## src/rtl/lsu_types.sv

```systemverilog
// Shared load/store-unit types: data-memory port FSM states, arbiter grant
// encoding and the registered cache request.
package lsu_types;

  localparam int unsigned LSU_ADDR_W = 32;
  localparam int unsigned LSU_TAG_W  = 3;

  typedef enum logic [1:0] {
    IDLE    = 2'd0,
    LD_WAIT = 2'd1,
    ST_WAIT = 2'd2
  } dmem_state_t;

  typedef enum logic {
    LOAD  = 1'b0,
    STORE = 1'b1
  } grant_t;

  typedef struct packed {
    logic [LSU_ADDR_W-1:0] addr;
    logic [3:0]            rmask;
    logic [3:0]            wmask;
    logic [31:0]           wdata;
    logic [LSU_TAG_W-1:0]  tag;
  } dmem_req_t;

  function automatic logic [LSU_ADDR_W-1:0] word_align(input logic [LSU_ADDR_W-1:0] a);
    return {a[LSU_ADDR_W-1:2], 2'b00};
  endfunction

endpackage

```

## src/rtl/rr_arb2.sv

```systemverilog
// Two-way round-robin arbiter between the load and store request channels.
// When both request, the channel that did not win last time is granted.
module rr_arb2
  import lsu_types::*;
(
  input  logic clk,
  input  logic rst,
  input  logic en,
  input  logic req_ld,
  input  logic req_st,
  output logic gnt_ld,
  output logic gnt_st
);

  grant_t last_grant;

  always_comb begin
    gnt_ld = 1'b0;
    gnt_st = 1'b0;
    if (en) begin
      if (req_st && req_ld) begin
        gnt_st = (last_grant == LOAD);
        gnt_ld = (last_grant == STORE);
      end else begin
        gnt_st = req_st;
        gnt_ld = req_ld;
      end
    end
  end

  // LOAD at reset so the first contended grant goes to the store queue.
  always_ff @(posedge clk or posedge rst) begin
    if (rst) begin
      last_grant <= LOAD;
    end else if (gnt_st) begin
      last_grant <= STORE;
    end else if (gnt_ld) begin
      last_grant <= LOAD;
    end
  end

endmodule

```

## src/rtl/dmem_port_arbiter.sv

```systemverilog
// Arbitrates store-queue and load-queue requests onto the single-ported dcache,
// one outstanding access at a time, and returns tagged load data.
module dmem_port_arbiter
  import lsu_types::*;
#(
  parameter int unsigned LDQ_TAG_W = LSU_TAG_W,
  parameter int unsigned ADDR_W    = LSU_ADDR_W
) (
  input  logic                 clk,
  input  logic                 rst,
  input  logic                 backend_flush,
  input  logic                 stq_valid,
  output logic                 stq_ready,
  input  logic [ADDR_W-1:0]    stq_addr,
  input  logic [3:0]           stq_wmask,
  input  logic [31:0]          stq_wdata,
  input  logic                 ldq_valid,
  output logic                 ldq_ready,
  input  logic [ADDR_W-1:0]    ldq_addr,
  input  logic [3:0]           ldq_rmask,
  input  logic [LDQ_TAG_W-1:0] ldq_tag,
  output logic                 ldq_resp_valid,
  output logic [LDQ_TAG_W-1:0] ldq_resp_tag,
  output logic [31:0]          ldq_resp_rdata,
  output logic [ADDR_W-1:0]    dcache_addr,
  output logic [3:0]           dcache_rmask,
  output logic [3:0]           dcache_wmask,
  output logic [31:0]          dcache_wdata,
  input  logic [31:0]          dcache_rdata,
  input  logic                 dcache_resp
);

  // The request register uses the package widths; the parameters are expected
  // to keep their defaults so both views agree.
  dmem_state_t          state;
  dmem_state_t          state_nxt;
  dmem_req_t            req_q;
  logic                 drop_q;
  logic                 resp_pend_q;
  logic [LDQ_TAG_W-1:0] resp_tag_q;
  logic [31:0]          resp_rdata_q;
  logic                 accept_en;
  logic                 gnt_ld;
  logic                 gnt_st;
  logic                 ld_done;
  logic                 ld_deliver;

  // Ready is also masked by rst so every output reads 0 while reset is held.
  assign accept_en = (state == IDLE) && !backend_flush && !rst;

  rr_arb2 u_arb (
    .clk    (clk),
    .rst    (rst),
    .en     (accept_en),
    .req_ld (ldq_valid),
    .req_st (stq_valid),
    .gnt_ld (gnt_ld),
    .gnt_st (gnt_st)
  );

  assign stq_ready = gnt_st;
  assign ldq_ready = gnt_ld;

  always_comb begin
    state_nxt = state;
    case (state)
      IDLE: begin
        if (gnt_st) begin
          state_nxt = ST_WAIT;
        end else if (gnt_ld) begin
          state_nxt = LD_WAIT;
        end
      end
      LD_WAIT, ST_WAIT: begin
        if (dcache_resp) begin
          state_nxt = IDLE;
        end
      end
      default: state_nxt = IDLE;
    endcase
  end

  always_ff @(posedge clk or posedge rst) begin
    if (rst) begin
      state <= IDLE;
    end else begin
      state <= state_nxt;
    end
  end

  always_ff @(posedge clk or posedge rst) begin
    if (rst) begin
      req_q <= '0;
    end else if (gnt_st) begin
      req_q <= '{addr: word_align(stq_addr), rmask: 4'h0, wmask: stq_wmask,
                 wdata: stq_wdata, tag: '0};
    end else if (gnt_ld) begin
      req_q <= '{addr: word_align(ldq_addr), rmask: ldq_rmask, wmask: 4'h0,
                 wdata: 32'h0, tag: ldq_tag};
    end
  end

  // A flushed load cannot be cancelled at the cache, so remember to discard it.
  always_ff @(posedge clk or posedge rst) begin
    if (rst) begin
      drop_q <= 1'b0;
    end else if (state == LD_WAIT) begin
      if (dcache_resp) begin
        drop_q <= 1'b0;
      end else if (backend_flush) begin
        drop_q <= 1'b1;
      end
    end
  end

  assign ld_done    = (state == LD_WAIT) && dcache_resp;
  assign ld_deliver = ld_done && !drop_q && !backend_flush;

  // Tag/data only move on a delivered load, so they hold while valid is low.
  always_ff @(posedge clk or posedge rst) begin
    if (rst) begin
      resp_pend_q  <= 1'b0;
      resp_tag_q   <= '0;
      resp_rdata_q <= '0;
    end else begin
      resp_pend_q <= ld_deliver;
      if (ld_deliver) begin
        resp_tag_q   <= req_q.tag;
        resp_rdata_q <= dcache_rdata;
      end
    end
  end

  assign ldq_resp_valid = resp_pend_q && !backend_flush;
  assign ldq_resp_tag   = resp_tag_q;
  assign ldq_resp_rdata = resp_rdata_q;

  assign dcache_addr  = req_q.addr;
  assign dcache_wdata = req_q.wdata;
  assign dcache_rmask = (state == LD_WAIT) ? req_q.rmask : 4'h0;
  assign dcache_wmask = (state == ST_WAIT) ? req_q.wmask : 4'h0;

  a_no_resp_in_idle: assert property (@(posedge clk) disable iff (rst)
    !((state == IDLE) && dcache_resp));

endmodule

```

## config.mk

```make
export PLATFORM = sky130hd
export DESIGN_NAME = dmem_port_arbiter
export DESIGN_NICKNAME = d
export VERILOG_FILES = /design/src/rtl/lsu_types.sv /design/src/rtl/rr_arb2.sv /design/src/rtl/dmem_port_arbiter.sv
export SDC_FILE = /design/constraint.sdc
export NUM_CORES = 1
export LEC_CHECK = 0
export BUFFER_PORTS_ARGS = -buffer_cell sky130_fd_sc_hd__buf_2
export CORE_MARGIN = 3
export CORE_UTILIZATION = 35
export CTS_BUF_LIST = sky130_fd_sc_hd__clkbuf_4 sky130_fd_sc_hd__clkbuf_8 sky130_fd_sc_hd__clkbuf_16
export DETAILED_ROUTE_END_ITERATION = 10
export PLACE_DENSITY_LB_ADDON = 0.25
export SKIP_LAST_GASP = 1
export SLEW_MARGIN = 10
export SYNTH_ARGS = -nofsm -noshare
export SYNTH_HDL_FRONTEND = slang
export SYNTH_HIERARCHICAL = 1
export SYNTH_SLANG_ARGS = --single-unit
```

## constraint.sdc

```tcl
create_clock -name clk -period 3.6 [get_ports clk]
set_input_delay 0 -clock clk [delete_from_list [all_inputs] [get_ports clk]]
set_output_delay 0 -clock clk [all_outputs]
set_load 0.02 [all_outputs]
```

==> run summary <==
The run finished with clean final reports. On the critical path, the stage with the largest delay is an instance of sky130_fd_sc_hd__dlygate4sd3_1. For the met3 wire length, the log shows 691 um. At the end of routability-driven placement, the weighted congestion stood at 0.761. The worst register-to-register path begins at state[1]. In this run, synthesis inferred 0 flip-flops with an integrated enable. The logs give 0 for the count of endpoints failing setup in the final report and 4605 for the via count of the first global-routing pass. The tools report the post-synthesis cell count as 446. The worst-case headroom to the max-slew limit is 0.582, and the area of the core is 14600 sq um.

Counting every sink on the clock net gives 113. The area overhead of the layout relative to synthesis came out at 56.1%. The most used flip-flop cell after synthesis was sky130_fd_sc_hd__dfrtp_1. End of the worst register-to-register path: dcache_addr[6].

The largest stage delay on the critical path works out to 0.59 ns. At the worst endpoint, the arrival time is 3.26 ns. In this run the deepest clock path goes through 2 buffers. Summed over all nets, wire length on met2 after detailed routing comes to 7680 um. The height of the chip came out at 129 um. TritonCTS built the clock tree. The synthesized netlist contains 29 unique library cells.

IR analysis of the VDD net gives a maximum drop of 395 uV. In this run the worst setup path terminates at dcache_addr[6]. Setup repair after global routing left no endpoint under its margin. The logs give 0 for the initial antenna violation count and 0 for the number of gates resized after CTS. The cell that appears most often on the critical path is sky130_fd_sc_hd__inv_1. The clock arrives with 0.00742 ns of skew. By area the synthesized netlist is led by sky130_fd_sc_hd__dfrtp_1, sky130_fd_sc_hd__buf_4, sky130_fd_sc_hd__mux2_4. Hold repair after CTS inserted 141 buffers. Summed over all cells, the static leakage comes to 4.11 nW. The final period demand of the worst path came out at 2.98 ns. The setup check on the worst reg-to-reg path leaves a slack of 0.62 ns. The critical path class was flip-flop to flip-flop. The initial cell density of the core was 0.362. By count the netlist is led by sky130_fd_sc_hd__dfrtp_1, sky130_fd_sc_hd__buf_4, sky130_fd_sc_hd__nand2_1. During synthesis, Yosys emitted a total of 6 warnings. In this run the tool buffered the top-level ports with 248 buffer cells.

The number of buffers inserted during clock tree synthesis was 17. The power per standard cell area works out to 809 nW/um^2. Top layer used by detailed routing: met4.

The tools report the global-route congestion overflow total as 0. The die covers 16600 sq um. The floorplan has 44 rows. The max capacitance violation total was 0; the source-to-sink clock delay at the later pin of the worst-skew pair was 0.40 ns. Entering global routing, the biggest net connects 82 pins. In this run the worst path has a maximum fanout of 81. The worst reg2reg path depth was 9; the setup slack of the critical path after layout was 0.619 ns. Number of diodes added for antenna fixing: 0. The average via count per standard cell was 4.51. For this block, wires on met1 add up to 5730 um.

The post-placement setup slack is 1.12 ns. The kind of capture point of the worst setup path was a flip-flop. The tools report the register area share after synthesis as 0.534. STA classifies the critical path startpoint as a flip-flop. Summed over all layers, the routed wires come to 14600 um. The iteration-0 DRC count of the detailed router is 133, and the all-layer global routing usage is 0.176. The fraction of layout instances using a drive strength above 1 was 0.417; the final-report hold violation count was 0. Share of flip-flops with an asynchronous set or reset after synthesis: 1.00. Cell taking the most area after synthesis: sky130_fd_sc_hd__dfrtp_1. The clock tree root driver cell is sky130_fd_sc_hd__clkbuf_16. The post-synthesis area per instance is 11.9 sq um, and the placed wire-length estimate is 9010 um. For this design the top-level I/O count stands at 255. The first global-routing pass estimated 23200 um of wire. DRC violation count after routing: 0. The setup total negative slack is 0 ns.

The peak clock frequency supported by timing came out at 335 MHz. The cell area that synthesis handed to floorplanning was 5290 sq um. In this run the remaining antenna-violating nets after routing total 0.

The detailed router placed 4372 vias in this run. The most common cell in the synthesized netlist was sky130_fd_sc_hd__dfrtp_1. The critical path goes through inv_1 > ha_1 > inv_1 > nor3_1 > nand2_1 > a21oi_4 > buf_12 > o21ai_0 > dlygate4sd3_1.

Final count of pins violating max slew: 0. The first TritonRoute pass finished after 5 iterations. Register bit count reported by yosys: 113.

The H-tree level count is 4. The post-CTS setup repair buffer count came out at 0. The floorplan step set the die width to 129 um. The origin of the worst setup path is state[1].

The area fraction of the dominant cell type after synthesis is 0.534. The data required time at the worst endpoint is 3.88 ns, and the number of nets in the final layout is 923. The routed wirelength normalized by instance count works out to 15.0 um.

In this run the worst hold path is classified as primary input to flip-flop. Transition time at the pin with the least slew margin: 0.628 ns. The final critical-path share of the clock period was 0.828; the clock-pin slew reported for the worst setup and hold paths after clock tree synthesis was 0.05 ns.
## cells by family (layout without fill, tap and decap cells)
family | Yosys count | in the layout | synth area share
DFF | 113 | 113 | 0.534
buffers and inverters | 95 | 434 | 0.127
and+or+nand+nor | 86 | 86 | 0.0761
AOI/OAI and AO/OA | 75 | 75 | 0.0872
muxes | 72 | 72 | 0.165
adders and majority gates | 4 | 4 | 0.00945
other | 1 | 2 | 0.000708
## how the worst min path moves through the flow
stage                    from                to  slack (ns)  depth (start not counted)
floorplan                 rst  u_arb/last_grant       -0.27                          1
global placement          rst  u_arb/last_grant       -0.12                          2
detailed placement        rst  u_arb/last_grant       -0.12                          2
CTS                 ldq_valid          req_q[0]        0.03                          3
global route        ldq_valid          req_q[1]        0.08                          3
finish              ldq_valid          req_q[0]        0.06                          3
## routing by layer
metal	up-vias	track usage
met3	36	0.0386
met5	-	0
met2	151	0.302
met1	2091	0.208
met4	0	0.0865
li1	2094	-
## power by group
group	total, W	switching (W)	internal [W]
Combinational	0.00271	0.00145	0.00127
Clock	0.00177	0.000567	0.00120
Sequential	0.00221	0.000324	0.00188
## final cells by class
type / instances / area [sq um]
Clock buffer: 21 / 468
Fill cell: 1214 / 6380
Timing Repair Buffer: 397 / 2740
Inverter: 6 / 25.0
Tap cell: 184 / 230
Clock inverter: 10 / 159
Sequential cell: 113 / 2830
Multi-Input combinational cell: 239 / 1820
## worst max-delay path, delay by kind of cell, from the launching register on
family | cells | cell delay (ns)
buf+inv | 4 | 1.14
compound gates | 2 | 0.68
simple gates | 2 | 0.47
flops | 1 | 0.38
fa+ha+maj | 1 | 0.16
## sequential cells by signal, indices dropped and copies added (netlist names)
signal and cells:
ldq_resp_tag 3, dcache_wdata 32, drop_q 1, u_arb/last_grant 1, ldq_resp_rdata 32, dcache_addr 30
resp_pend_q 1, req_q 11, state 2
## per-stage QoR
stage | cell area [sq um] | power [W] | std cells | hold WS, ns | util
6_report | 8270 | 0.00669 | 970 | 0.0567 | 0.564
5_1_grt | 8270 | 0.00708 | 970 | 0.0837 | 0.564
4_1_cts | 8270 | 0.00671 | 970 | 0.0321 | 0.564
3_5_place_dp | 6230 | 0.00454 | 798 | -0.119 | 0.425
3_3_place_gp | 6230 | 0.00449 | 798 | -0.123 | 0.425
2_1_floorplan | 5300 | 0.00416 | 447 | -0.271 | -
## placed cells by master, fill, tap and decap left out, types with 3 or more instances in the layout
cell	n
sky130_fd_sc_hd__ha_1	4
sky130_fd_sc_hd__and2_1	8
sky130_fd_sc_hd__mux2_4	29
sky130_fd_sc_hd__a22o_1	20
sky130_fd_sc_hd__mux2i_1	37
sky130_fd_sc_hd__o21ai_0	47
sky130_fd_sc_hd__buf_4	6
sky130_fd_sc_hd__buf_2	248
sky130_fd_sc_hd__inv_1	5
sky130_fd_sc_hd__nand2_1	49
sky130_fd_sc_hd__nand2b_1	17
sky130_fd_sc_hd__dlygate4sd3_1	141
sky130_fd_sc_hd__clkbuf_16	17
sky130_fd_sc_hd__nor2_1	8
sky130_fd_sc_hd__clkinv_2	3
sky130_fd_sc_hd__dfrtp_1	113
sky130_fd_sc_hd__bufinv_16	4
sky130_fd_sc_hd__mux2_2	6
Note: power is estimated with default switching activity, not from simulation.
